`src/rtl/det_sched_pkg.sv`:
```
// ============================================================================
// Module  : det_sched_pkg
// Brief   : Shared types and helpers for the detector scheduler.
// Revision: 1.0 - initial release
// ============================================================================
`default_nettype none

package det_sched_pkg;

  typedef enum logic [2:0] {
    IDLE  = 3'd0,
    CLEAR = 3'd1,
    SHIFT = 3'd2,
    DRAIN = 3'd3,
    RESP  = 3'd4
  } state_t;

  localparam logic [1:0] Z_NONE = 2'b00;

  function automatic int id_width(input int n);
    int w;
    w = $clog2(n);
    return (w < 1) ? 1 : w;
  endfunction

endpackage

`default_nettype wire

```
`src/rtl/detector_scheduler_if.sv`:
```
// ============================================================================
// Module  : detector_scheduler_if
// Brief   : Request/response bus between host fabric and detector scheduler.
// Revision: 1.0 - initial release
// ============================================================================
`default_nettype none

interface detector_scheduler_if #(
  parameter int N_REQ  = 2,
  parameter int WORD_W = 8,
  parameter int CNT_W  = 4,
  parameter int ID_W   = det_sched_pkg::id_width(N_REQ)
);
  logic [N_REQ-1:0]        req_valid;
  logic [N_REQ*WORD_W-1:0] req_data;
  logic [N_REQ-1:0]        req_ready;
  logic                    res_valid;
  logic [ID_W-1:0]         res_id;
  logic [CNT_W-1:0]        res_hits;
  logic [1:0]              res_z;
  logic                    res_ready;

  modport slave (
    input  req_valid, req_data, res_ready,
    output req_ready, res_valid, res_id, res_hits, res_z
  );

  modport master (
    output req_valid, req_data, res_ready,
    input  req_ready, res_valid, res_id, res_hits, res_z
  );
endinterface

`default_nettype wire

```
`src/rtl/detector_scheduler_arbiter.sv`:
```
// ============================================================================
// Module  : det_rr_arbiter
// Brief   : Round-robin grant with pointer advanced past the served requester.
//           DET_SCHED_FIXED_PRIO_EN selects fixed lowest-index priority.
// Revision: 1.0 - initial release
// ============================================================================
`default_nettype none

module det_rr_arbiter #(
  parameter int N_REQ = 2,
  parameter int ID_W  = 1
) (
  input  wire logic             clk,
  input  wire logic             rst,
  input  wire logic [N_REQ-1:0] i_req,
  input  wire logic             i_adv,
  input  wire logic [ID_W-1:0]  i_adv_id,
  output logic      [N_REQ-1:0] o_grant,
  output logic      [ID_W-1:0]  o_gidx
);

  logic [N_REQ-1:0] w_cand;

`ifdef DET_SCHED_FIXED_PRIO_EN
  logic w_unused;
  assign w_unused = &{1'b0, clk, rst, i_adv, i_adv_id};
  assign w_cand   = i_req;
`else
  logic [ID_W-1:0]  r_ptr;
  logic [N_REQ-1:0] w_hi;

  // Requests at or above the pointer win first; otherwise wrap to the bottom.
  always_comb begin
    w_hi = '0;
    for (int i = 0; i < N_REQ; i++) begin
      w_hi[i] = i_req[i] && (ID_W'(i) >= r_ptr);
    end
  end

  assign w_cand = (|w_hi) ? w_hi : i_req;

  always_ff @(posedge clk) begin
    if (rst) begin
      r_ptr <= '0;
    end else if (i_adv) begin
      r_ptr <= (i_adv_id == ID_W'(N_REQ - 1)) ? '0 : i_adv_id + 1'b1;
    end
  end
`endif

  always_comb begin
    o_grant = '0;
    o_gidx  = '0;
    for (int i = N_REQ - 1; i >= 0; i--) begin
      if (w_cand[i]) begin
        o_grant = N_REQ'(1) << i;
        o_gidx  = ID_W'(i);
      end
    end
  end

endmodule

`default_nettype wire

```
`src/rtl/detector_scheduler.sv`:
```
// ============================================================================
// Module  : detector_scheduler
// Brief   : Time-shares one serial sequence detector among N_REQ requesters.
//           DET_SCHED_FIXED_PRIO_EN (in det_rr_arbiter) selects fixed priority.
// Revision: 1.0 - initial release
// ============================================================================
`default_nettype none

module detector_scheduler
  import det_sched_pkg::*;
#(
  parameter int N_REQ  = 2,
  parameter int WORD_W = 8,
  parameter int CNT_W  = 4,
  parameter int ID_W   = id_width(N_REQ)
) (
  input  wire logic       clk,
  input  wire logic       rst,
  detector_scheduler_if.slave bus,
  output logic            det_rst,
  output logic            det_x,
  input  wire logic [1:0] det_z
);

  localparam int              BIT_W    = $clog2(WORD_W);
  localparam logic [BIT_W-1:0] LAST_BIT = BIT_W'(WORD_W - 1);
  localparam logic [CNT_W-1:0] CNT_MAX  = '1;

  state_t             r_state;
  logic [WORD_W-1:0]  r_shift;
  logic [ID_W-1:0]    r_id;
  logic [CNT_W-1:0]   r_hits;
  logic [1:0]         r_z;
  logic [BIT_W-1:0]   r_bit;

  logic [N_REQ-1:0]   w_grant;
  logic [ID_W-1:0]    w_gidx;
  logic [WORD_W-1:0]  w_word;
  logic               w_accept;
  logic               w_adv;
  logic               w_sample;

  assign w_accept = !rst && (r_state == IDLE) && (|bus.req_valid);
  assign w_adv    = (r_state == RESP) && bus.res_ready;
  // z lags x by one cycle, so the first SHIFT cycle has nothing to sample yet.
  assign w_sample = ((r_state == SHIFT) && (r_bit != '0)) || (r_state == DRAIN);

  det_rr_arbiter #(
    .N_REQ (N_REQ),
    .ID_W  (ID_W)
  ) u_arb (
    .clk      (clk),
    .rst      (rst),
    .i_req    (bus.req_valid),
    .i_adv    (w_adv),
    .i_adv_id (r_id),
    .o_grant  (w_grant),
    .o_gidx   (w_gidx)
  );

  always_comb begin
    w_word = '0;
    for (int i = 0; i < N_REQ; i++) begin
      if (w_grant[i]) w_word = bus.req_data[i*WORD_W +: WORD_W];
    end
  end

  assign bus.req_ready = w_accept ? w_grant : '0;
  assign bus.res_valid = (r_state == RESP);
  assign bus.res_id    = r_id;
  assign bus.res_hits  = r_hits;
  assign bus.res_z     = r_z;
  assign det_rst       = rst | (r_state == CLEAR);
  assign det_x         = (r_state == SHIFT) & r_shift[WORD_W-1];

  always_ff @(posedge clk) begin
    if (rst) begin
      r_state <= IDLE;
      r_shift <= '0;
      r_id    <= '0;
      r_hits  <= '0;
      r_z     <= Z_NONE;
      r_bit   <= '0;
    end else begin
      if (w_sample) begin
        r_z <= det_z;
        if ((det_z != Z_NONE) && (r_hits != CNT_MAX)) r_hits <= r_hits + 1'b1;
      end
      case (r_state)
        IDLE: begin
          if (w_accept) begin
            r_shift <= w_word;
            r_id    <= w_gidx;
            r_hits  <= '0;
            r_z     <= Z_NONE;
            r_state <= CLEAR;
          end
        end
        CLEAR: begin
          r_bit   <= '0;
          r_state <= SHIFT;
        end
        SHIFT: begin
          r_shift <= r_shift << 1;
          if (r_bit == LAST_BIT) begin
            r_state <= DRAIN;
          end else begin
            r_bit <= r_bit + 1'b1;
          end
        end
        DRAIN: r_state <= RESP;
        RESP: begin
          if (bus.res_ready) r_state <= IDLE;
        end
        default: r_state <= IDLE;
      endcase
    end
  end

endmodule

`default_nettype wire

```
`src/flat_wrapper.sv`:
```
// flat-port wrapper written by rule: the top's interface ports become plain ports
module detector_scheduler_flat import det_sched_pkg::*;
#(
  parameter int N_REQ  = 2,
  parameter int WORD_W = 8,
  parameter int CNT_W  = 4,
  parameter int ID_W   = id_width(N_REQ)
)
  (clk, rst, det_rst, det_x, det_z, bus_req_valid, bus_req_data, bus_res_ready, bus_req_ready, bus_res_valid, bus_res_id, bus_res_hits, bus_res_z);
  detector_scheduler_if #(.N_REQ(N_REQ), .WORD_W(WORD_W), .CNT_W(CNT_W), .ID_W(ID_W)) bus_i ();
  input  wire logic clk;
  input  wire logic rst;
  output logic det_rst;
  output logic det_x;
  input  wire logic [1:0] det_z;
  input wire logic [$bits(bus_i.req_valid)-1:0] bus_req_valid;
  input wire logic [$bits(bus_i.req_data)-1:0] bus_req_data;
  input wire logic [$bits(bus_i.res_ready)-1:0] bus_res_ready;
  output wire logic [$bits(bus_i.req_ready)-1:0] bus_req_ready;
  output wire logic [$bits(bus_i.res_valid)-1:0] bus_res_valid;
  output wire logic [$bits(bus_i.res_id)-1:0] bus_res_id;
  output wire logic [$bits(bus_i.res_hits)-1:0] bus_res_hits;
  output wire logic [$bits(bus_i.res_z)-1:0] bus_res_z;
  assign bus_i.req_valid = bus_req_valid;
  assign bus_i.req_data = bus_req_data;
  assign bus_i.res_ready = bus_res_ready;
  assign bus_req_ready = bus_i.req_ready;
  assign bus_res_valid = bus_i.res_valid;
  assign bus_res_id = bus_i.res_id;
  assign bus_res_hits = bus_i.res_hits;
  assign bus_res_z = bus_i.res_z;
  detector_scheduler #(.N_REQ(N_REQ), .WORD_W(WORD_W), .CNT_W(CNT_W), .ID_W(ID_W)) u_core (.clk(clk), .rst(rst), .bus(bus_i), .det_rst(det_rst), .det_x(det_x), .det_z(det_z));
endmodule
```
`config.mk`:
```
export PLATFORM = sky130hd
export DESIGN_NAME = detector_scheduler_flat
export DESIGN_NICKNAME = d
export VERILOG_FILES = /design/src/rtl/det_sched_pkg.sv /design/src/rtl/detector_scheduler_if.sv /design/src/rtl/detector_scheduler_arbiter.sv /design/src/rtl/detector_scheduler.sv /design/src/flat_wrapper.sv
export SDC_FILE = /design/constraint.sdc
export NUM_CORES = 1
export LEC_CHECK = 0
export BUFFER_PORTS_ARGS = -buffer_cell sky130_fd_sc_hd__buf_2
export CAP_MARGIN = 0
export CORE_MARGIN = 2
export CORE_UTILIZATION = 50
export DETAILED_ROUTE_END_ITERATION = 7
export PLACE_DENSITY = 0.76
export SLEW_MARGIN = 20
export SYNTH_ARGS = -nofsm -noshare
export SYNTH_HDL_FRONTEND = slang
export SYNTH_SLANG_ARGS = --single-unit
```
`constraint.sdc`:
```
create_clock -name clk -period 1.9 [get_ports clk]
set_clock_uncertainty 0.1 [all_clocks]
set_input_delay 0.57 -clock clk [delete_from_list [all_inputs] [get_ports clk]]
set_output_delay 0.57 -clock clk [all_outputs]
set_load 0.05 [all_outputs]
```
# Word level (Yosys, flattened, before mapping)
# Index checks and enable logic that the tools add are counted.
# word_totals
reg_bits	22
inputBits	23
output_inout_bits	12
word_cells	68
# classes
addsub	3
n_lt_le_gt_ge	2
n_eq_ne	10
muxes	24
bitwise	2
reduce_logical	20
# op_table
op	n
$mux 8	3
$mux 4	4
$pmux 8 s2	1
$pmux 3 s5	1
$mux 2	7
$mux 3	4
$logic_and 1x1->1	7
$eq 3x2->1 const B	2
$eq 3x3->1 const B	2
$ne 2x2->1 const B	3
$pmux 3 s2	1
$reduce_and 2->1	3
$reduce_bool 2->1	3
$add 4x1->4 const B	1
$ne 4x4->1 const B	1
$reduce_or 2->1	2
$add 3x1->3 const B	1
$eq 3x1->1 const B	1
$logic_not 3->1	1
$mux 1	3
$reduce_and 3->1	1
$reduce_bool 3->1	1
$ge 1x1->1 const A	2
$ne 2x1->1 const B	1
5 further kinds	5

# Depth between registers and ports, before layout
# Gate-level depths: netlist (run 1).
# logic_depth
word_depth	10
depth_mapped	6

# Hierarchy
# A second synthesis (run 1) with hierarchy kept.
# hier_totals
hier_cells	132
area_unflattened_um2	1188.6
# by_module_without_submodules
mod	instances	cells_per_inst	area_each_um2	seq_area_each_um2
detector_scheduler	1	125	1126.1	420.4
det_rr_arbiter	1	7	62.6	20.0

# Worst setup path before layout (run 1)
# No wires, ideal clock.
# synth_path
path_type	input-to-output
startpoint	in bus_req_valid[0]
endpoint	out bus_req_ready[0]
arrival_time_ps	1862
required_time_ps	1230
path_slack_ps	-632
path_stages	2
cell_sequence	a21boi_1 > nor2b_1
# synth_between
elab_chain_cells	5
# synth_lines
element	line_no	source
from (decl)	flat_wrapper.sv:16	input wire logic [$bits(bus_i.req_valid)-1:0] bus_req_valid;
$logic_and 1x1->1	detector_scheduler_arbiter.sv:36	w_hi[i] = i_req[i] && (ID_W'(i) >= r_ptr);
$reduce_or 2->1	detector_scheduler_arbiter.sv:40	assign w_cand = (|w_hi) ? w_hi : i_req;
$mux 2	detector_scheduler_arbiter.sv:40	
$mux 2	detector_scheduler_arbiter.sv:55	if (w_cand[i]) begin
$mux 2 *	detector_scheduler.sv:68	assign bus.req_ready = w_accept ? w_grant : '0;
to (decl)	flat_wrapper.sv:19	output wire logic [$bits(bus_i.req_ready)-1:0] bus_req_ready;
# Every way passes the cells marked *; elsewhere a longest branch is shown, timed or not.

# Worst setup path after layout (run 1)
# layout_path
startpoint	reg u_core.r_state[2]
endpoint	out det_x
# layout_between
elab_chain_cells	2
# layout_lines
element	line_no	source
from (decl)	detector_scheduler.sv:29	state_t r_state;
from (signal assigned)	detector_scheduler.sv:78	r_state <= IDLE;
from (signal assigned)	detector_scheduler.sv:96	r_state <= CLEAR;
from (signal assigned)	detector_scheduler.sv:101	r_state <= SHIFT;
$eq 3x2->1	detector_scheduler.sv:74	assign det_x = (r_state == SHIFT) & r_shift[WORD_W-1];
$and 1x1->1	detector_scheduler.sv:74	
to (decl)	flat_wrapper.sv:14	output logic det_x;
# Every way passes these cells.

==> results.yml, run 1 <==
critical_path:
  end_of_the_worst_register_to_register_path: "u_core.r_shift[1]"
  worst_r2r_path_depth: 6
  critical-path-max-stage-delay_ns: 0.36
  critPathKind: "register to output port"
  cpLargestDelayFamily: "simple AND/OR/NAND/NOR gates"
  critical_path.startpoint: "u_core.r_state[2]"
  timing.critical_path.to: "det_x"
  path_depth: 4
  timing.critical_path.required_ns: 1.23
  crit_path_start_kind: "register"
  crit-reg2reg-launch: "u_core.r_state[2]"
  path_cells: "and2b_1 > nor2b_4 > and2_4 > buf_8"
  crit_fanout: 3
  timing.critical_path.slowest_stage_cell: "sky130_fd_sc_hd__dfxtp_2"
  worst-endpoint-arrival_ns: 1.31
  cp-end-kind: "output port"
  worst_case_register_to_register_setup_slack_ns: 0.02
  crit_buf_inv: 1
placed_design:
  numPortBuffers: 34
  place.gp.congestion: 0.884
  detailedPlacementHpwl_mm: 2.13
  place_worst_setup_slack_ns: -0.137
power:
  power_density_mw_per_mm2: 849
  power.share.clock: 0.198
  max-vdd-ir-drop_mv: 0.714
  p_comb_frac: 0.404
  power.leakage_nw: 0.722
  netSwitchingFraction: 0.362
  internal_power_w: 0.000889
  seqPwrFrac: 0.398
  netSwitchingPower_w: 0.000504
yosys:
  post_synth_mux_area_share: 0.0336
  yosysWarningCount: 0
  ys_dominant_reg_cell: "sky130_fd_sc_hd__dfxtp_1"
  synth-simple-area-share: 0.252
  synthesis.area_mm2: 0.00119
  synth_top_family_by_area: "simple AND/OR/NAND/NOR gates"
  synthAdderAreaFrac: 0.0420
  yosys.area_share.xor_xnor: 0.0147
  yosysTopAreaCellShare: 0.369
  syn-mean-instance-area_um2: 9.17
  synth_compound_gate_area_share: 0.230
  netlist_top_cells_count: "sky130_fd_sc_hd__dfxtp_1, sky130_fd_sc_hd__nor2_1, sky130_fd_sc_hd__nor3_1"
  synth_cells: 130
  synthArstFlopShare: 0
  synthTopCellsByArea: "sky130_fd_sc_hd__dfxtp_1, sky130_fd_sc_hd__ha_1, sky130_fd_sc_hd__a221oi_2"
  sequential_fraction_of_the_synthesis_area: 0.369
  synth_most_common_cell: "sky130_fd_sc_hd__dfxtp_1"
  ys_ff_latch: 22
  yosys.cell_types.count: 39
  post-synth-top-area-cell: "sky130_fd_sc_hd__dfxtp_1"
  synth-edff-count: 0
  synth.net_count: 157
timing:
  layout_worst_path_cycle_share: 1.04
  tightest_slew_ns: 0.486
  report.final.setup_viol: 3
  maxClockFrequency_mhz: 505
  maxSlewViolCount: 0
  finalWorstPathRequiredPeriod_ns: 1.98
  unrepaired_setup_endpoints_after_global_routing: "yes"
  final_setup_margin_ns: -0.0807
  timing.final.hold_violations: 0
  timing.slew.headroom: 0.676
route:
  final_antenna_net_count: 0
  first_pass_iters: 4
  vias: 1195
  avgRoutedWirePerCell_um: 14.9
  initialDrtViolationCount: 19
  post_drt_via_cell_ratio: 5.86
  routed_wirelength_mm: 3.03
  post-route-drc-count: 0
floorplanning:
  core_mm2: 0.00223
  starting_utilization_of_the_core_area: 0.534
  num_rows: 17
  ioPinCount: 35
  design.die.area_mm2: 0.00279
  die_h_um: 52.8
  fp.dieW_um: 52.8
final_layout:
  final_core_utilization: 0.734
  antenna_cells_inserted: 0
  seq_area_um2: 450
  synthToLayoutAreaGrowth_pct: 37.5
  area_of_combinational_cells_with_multiple_inputs_um2: 754
  drive_above_1_share: 0.438
  final_nets: 204
  layout_filler_cell_count: 171
global_routing:
  wire_length_of_the_first_global_routing_pass_mm: 4.74
  grt_max_degree: 14
  number_of_antenna_violations_at_the_first_check_in_global_routing: 0
  via_count_of_the_first_global_routing_pass: 1106
  grt_overflow_total: 0
  globalRouteTotalUtil: 0.237
flow_run:
  timing.max_cap.violations: 0
clocking:
  cts.sink_count: 22
  worst_skew_pair.late_latency_ns: 0.32
  cts_tree: "built"
  clk_root_buffer_cell: "sky130_fd_sc_hd__clkbuf_4"
  clkTransAtPathRegs_ns: 0.13
  cts-buffers-inserted: 3
  post_cts_hold_buffer_count: 0
  max-clock-path-buffers: 2
  total_number_of_h_tree_levels: 1
worst_hold_path:
  min-delay-path-class: "register to register"
  holdCritStartpoint: "u_core.bus.res_id"
outcome:
  violated_checks: "negative setup slack"
  outcome: "complete, but fails checks"
## power groups by stage
stage,clock network (W),logic (W),registers (W)
2_1_floorplan,0,0.000346,0.000561
3_3_place_gp,0,0.000459,0.000551
3_5_place_dp,0,0.000477,0.000554
4_1_cts,0.000270,0.000525,0.000548
5_1_grt,0.000295,0.000607,0.000560
6_report,0.000276,0.000562,0.000554
## worst min path at each step
stage / endpoint / cells past startpoint
final: u_core.bus.res_id / 2
after global routing: u_core.r_shift[3] / 2
after CTS: u_core.bus.res_id / 2
after detailed placement: u_core.bus.res_id / 2
after global placement: u_core.bus.res_id / 2
after floorplan: u_core.r_bit[2] / 2
## logic make-up (layout without fill, tap and decap cells)
kind of cell | count (synthesis) | after routing
DFF | 22 | 22
muxes | 4 | 4
xor gates and xnor gates | 2 | 2
buffers and inverters | 14 | 60
and+or+nand+nor | 53 | 53
adders and majority gates | 4 | 4
AOI/OAI and AO/OA | 31 | 31
## tightest hold or removal path, cell delays in order, from the launching register on
cell and delay [ns]:
sky130_fd_sc_hd__dfxtp_1 0.33, sky130_fd_sc_hd__inv_1 0.06, sky130_fd_sc_hd__o21bai_1 0.07
## registers in the layout, indices dropped and copies added, names as in the netlist
signal and count:
u_core.bus.res_id 1, u_core.bus.res_hits 4, u_core.r_bit 3, u_core.r_state 3
u_core.r_shift 8, u_core.bus.res_z 2, u_core.u_arb.r_ptr 1
## layout by cell type (no fill, tap or decap), drive strengths merged, types with 4 or more instances in the layout
cell,n
a21oi,4
a22oi,6
and2,4
buf,50
clkbuf,4
dfxtp,22
ha,4
inv,6
mux2i,4
nand3,5
nor2,12
nor3,8
o21ai,6
## metrics by stage
step / hold WS [ns] / power (W) / area [um2] / TNS [ns] / std cells
finish: 0.400 / 0.00139 / 1640 / -0.178 / 204
global route: 0.432 / 0.00146 / 1640 / -0.386 / 204
CTS: 0.400 / 0.00134 / 1570 / -0.222 / 201
detailed placement: 0.382 / 0.00103 / 1460 / -0.242 / 195
global placement: 0.366 / 0.00101 / 1460 / -0.202 / 195
floorplan: 0.360 / 0.000908 / 1220 / 0 / 130
## metal layers
| layer | share of wire | wire [um] | track usage | up-vias |
|---|---|---|---|---|
| li1 | - | - | - | 574 |
| met1 | 0.39 | 1180 | 0.264 | 552 |
| met5 | 0 | 0 | 0 | - |
| met4 | 0.037 | 112 | 0.128 | 0 |
| met2 | 0.51 | 1530 | 0.427 | 57 |
| met3 | 0.068 | 207 | 0.0343 | 12 |
## what timing repair did
item,in CTS,in global routing
setup endpoints to repair,5,7
setup buffers,2,3
pin swaps,3,3
resized for setup,19,10
## area by class of cell
| cell class | count | area share |
|---|---|---|
| clock buffers | 4 | 0.0221 |
| inverters | 6 | 0.0137 |
| multi-input cells | 94 | 0.460 |
| flip-flops and latches | 22 | 0.275 |
| well taps | 28 | 0.0214 |
| repair buffers | 50 | 0.208 |
No activity file was read; power rests on OpenSTA's default activity.
==> run 2, diff against run 1 <==
--- a/config.mk
+++ b/config.mk
@@ -5,12 +5,13 @@
 export SDC_FILE = /design/constraint.sdc
 export NUM_CORES = 1
 export LEC_CHECK = 0
+export ABC_AREA = 1
 export BUFFER_PORTS_ARGS = -buffer_cell sky130_fd_sc_hd__buf_2
 export CAP_MARGIN = 0
 export CORE_MARGIN = 2
-export CORE_UTILIZATION = 50
+export CORE_UTILIZATION = 52
 export DETAILED_ROUTE_END_ITERATION = 7
-export PLACE_DENSITY = 0.76
+export PLACE_DENSITY = 0.77
 export SLEW_MARGIN = 20
 export SYNTH_ARGS = -nofsm -noshare
 export SYNTH_HDL_FRONTEND = slang
==> results.yml, run 2 <==
floorplanning:
  core_mm2: 0.00248
  ioPinCount: 35
  starting_utilization_of_the_core_area: 0.553
  design.die.area_mm2: 0.00306
  die_h_um: 55.3
  num_rows: 18
  fp.dieW_um: 55.3
route:
  avgRoutedWirePerCell_um: 10.9
  initialDrtViolationCount: 66
  post-route-drc-count: 0
  final_antenna_net_count: 0
  vias: 1437
  routed_wirelength_mm: 3.26
  first_pass_iters: 4
  post_drt_via_cell_ratio: 4.81
critical_path:
  worst-endpoint-arrival_ns: 1.33
  crit_path_start_kind: "register"
  worst_case_register_to_register_setup_slack_ns: 0.37
  cpLargestDelayFamily: "flip-flops"
  worst_r2r_path_depth: 10
  timing.critical_path.required_ns: 1.23
  critPathKind: "register to output port"
  end_of_the_worst_register_to_register_path: "u_core.r_bit[0]"
  cpMostUsedCell: "sky130_fd_sc_hd__nor2_4"
  crit_fanout: 3
  cp-end-kind: "output port"
  timing.critical_path.slowest_stage_cell: "sky130_fd_sc_hd__dfxtp_2"
  crit-reg2reg-launch: "u_core.r_state[2]"
  path_cells: "nor2_4 > buf_6 > nand4_4 > nor2_4 > buf_8"
  critical-path-max-stage-delay_ns: 0.37
  crit_buf_inv: 2
power:
  power.leakage_nw: 1.01
  power_density_mw_per_mm2: 1220
  max-vdd-ir-drop_mv: 0.891
  post-layout-total-power_w: 0.00227
timing:
  unrepaired_setup_endpoints_after_global_routing: "yes"
  finalWorstPathRequiredPeriod_ns: 2.00
  report.final.setup_viol: 3
  finalHoldWorstSlack_ns: 0.387
  maxClockFrequency_mhz: 500
  layout_worst_path_cycle_share: 1.05
  final_setup_margin_ns: -0.102
  maxSlewViolCount: 0
  timing.slew.headroom: 0.836
  timing.final.hold_violations: 0
  tightest_slew_ns: 0.247
global_routing:
  globalRouteTotalUtil: 0.213
  grt_max_degree: 22
  number_of_antenna_violations_at_the_first_check_in_global_routing: 0
  via_count_of_the_first_global_routing_pass: 1323
  grt_overflow_total: 0
  wire_length_of_the_first_global_routing_pass_mm: 5.31
yosys:
  ys_ff_latch: 22
  synthAdderAreaFrac: 0.0365
  syn-mean-instance-area_um2: 6.46
  synthTopCellsByArea: "sky130_fd_sc_hd__dfxtp_1, sky130_fd_sc_hd__nand2_1, sky130_fd_sc_hd__inv_1"
  synth-simple-area-share: 0.417
  yosys.area_share.xor_xnor: 0
  synth_compound_gate_area_share: 0.0858
  sequential_fraction_of_the_synthesis_area: 0.321
  netlist_top_cells_count: "sky130_fd_sc_hd__nand2_1, sky130_fd_sc_hd__inv_1, sky130_fd_sc_hd__nor2_1, sky130_fd_sc_hd__dfxtp_1, sky130_fd_sc_hd__nand3_1"
  post-synth-top-area-cell: "sky130_fd_sc_hd__dfxtp_1"
  synth-edff-count: 0
  yosys.cell_types.count: 23
  synth_cells: 212
  synthesis.area_mm2: 0.00137
  synthArstFlopShare: 0
  post_synth_mux_area_share: 0
  ys_dominant_reg_cell: "sky130_fd_sc_hd__dfxtp_1"
  synth.net_count: 239
  yosysTopAreaCellShare: 0.321
  yosysWarningCount: 0
  synth_top_family_by_area: "simple AND/OR/NAND/NOR gates"
  synth_most_common_cell: "sky130_fd_sc_hd__nand2_1"
clocking:
  cts-buffers-inserted: 3
  worst_skew_pair.late_latency_ns: 0.32
  total_number_of_h_tree_levels: 1
  max-clock-path-buffers: 2
  clk_root_buffer_cell: "sky130_fd_sc_hd__clkbuf_4"
  cts_tree: "built"
  cts.sink_count: 22
  post_cts_hold_buffer_count: 0
  clkTransAtPathRegs_ns: 0.13
final_layout:
  most-common-layout-cells: "sky130_fd_sc_hd__nand2_1, sky130_fd_sc_hd__inv_1, sky130_fd_sc_hd__buf_2"
  final_nets: 297
  largest_reg_flops: 8
  antenna_cells_inserted: 0
  synthToLayoutAreaGrowth_pct: 36.2
  layout.cells.most_common: "sky130_fd_sc_hd__nand2_1"
  largest-register: "u_core.r_shift"
  drive_above_1_share: 0.349
placed_design:
  place.gp.congestion: 0.843
  numPortBuffers: 34
  detailedPlacementHpwl_mm: 2.31
outcome:
  outcome: "complete, but fails checks"
  violated_checks: "negative setup slack"
worst_hold_path:
  hold_ep: "u_core.bus.res_z[0]"
  min-delay-path-class: "input pin to register"
  hold_path_depth: 3
  holdCritStartpoint: "det_z[0]"
flow_run:
  timing.max_cap.violations: 0
run 2: cell type report:
| cell class | count | area [um2] |
|---|---|---|
| well taps | 30 | 37.5 |
| fillers | 204 | 612 |
| clock buffers | 4 | 36.3 |
| multi-input cells | 146 | 797 |
| repair buffers | 58 | 400 |
| inverters | 39 | 150 |
| flip-flops and latches | 22 | 444 |
run 2: worst register-to-register path, cell delays in order, from the launching register on:
cell,delay [ns]
sky130_fd_sc_hd__dfxtp_2,0.37
sky130_fd_sc_hd__nor2_4,0.12
sky130_fd_sc_hd__buf_6,0.14
sky130_fd_sc_hd__nand2_4,0.06
sky130_fd_sc_hd__buf_4,0.20
sky130_fd_sc_hd__inv_2,0.12
sky130_fd_sc_hd__nand2_2,0.08
sky130_fd_sc_hd__nand2_4,0.09
sky130_fd_sc_hd__o21ai_1,0.07
sky130_fd_sc_hd__inv_1,0.06
sky130_fd_sc_hd__nor2_1,0.04
run 2: worst max path at each step:
stage          cells after the start              start                to
6_report                           5  u_core.r_state[2]  bus_req_ready[0]
5_1_grt                            5  u_core.r_state[2]  bus_req_ready[0]
4_1_cts                            5  u_core.r_state[0]  bus_req_ready[0]
3_5_place_dp                       8   bus_req_valid[0]  bus_req_ready[1]
3_3_place_gp                       8   bus_req_valid[0]  bus_req_ready[1]
2_1_floorplan                      5                rst  bus_req_ready[0]
run 2: kinds of logic (layout without fill, tap and decap cells):
family / Yosys count / after routing
compound gates: 23 / 23
fa+ha+maj: 4 / 4
flops: 22 / 22
simple gates: 119 / 119
buf+inv: 44 / 101
run 2: per-stage QoR:
step	util	setup TNS, ns	setup slack, ns	area (um2)	cells
after floorplan	-	-0.287	-0.287	1390	212
after global placement	0.689	-0.250	-0.166	1710	291
after detailed placement	0.689	-0.293	-0.187	1710	291
after CTS	0.726	-0.150	-0.0728	1800	296
after global routing	0.753	-0.421	-0.167	1870	299
final	0.753	-0.200	-0.102	1870	299
run 2: report_power, final:
| part | switching, W | internal (W) | total [W] |
|---|---|---|---|
| clock | 0.000156 | 0.000117 | 0.000274 |
| combinational | 0.000765 | 0.000549 | 0.00131 |
| sequential | 0.0000815 | 0.000598 | 0.000679 |
run 2: routing by layer:
metal	up-vias	GRT usage	wire length [um]
li1	770	-	-
met3	4	0.0281	96
met4	0	0.115	53
met2	26	0.354	1620
met1	637	0.266	1490
met5	-	0	0
run 2: timing repair:
action | 4_1_cts | 5_1_grt
setup buffers | 1 | 3
resized for setup | 16 | 11
pin swaps | 1 | 4
setup endpoints to repair | 5 | 5
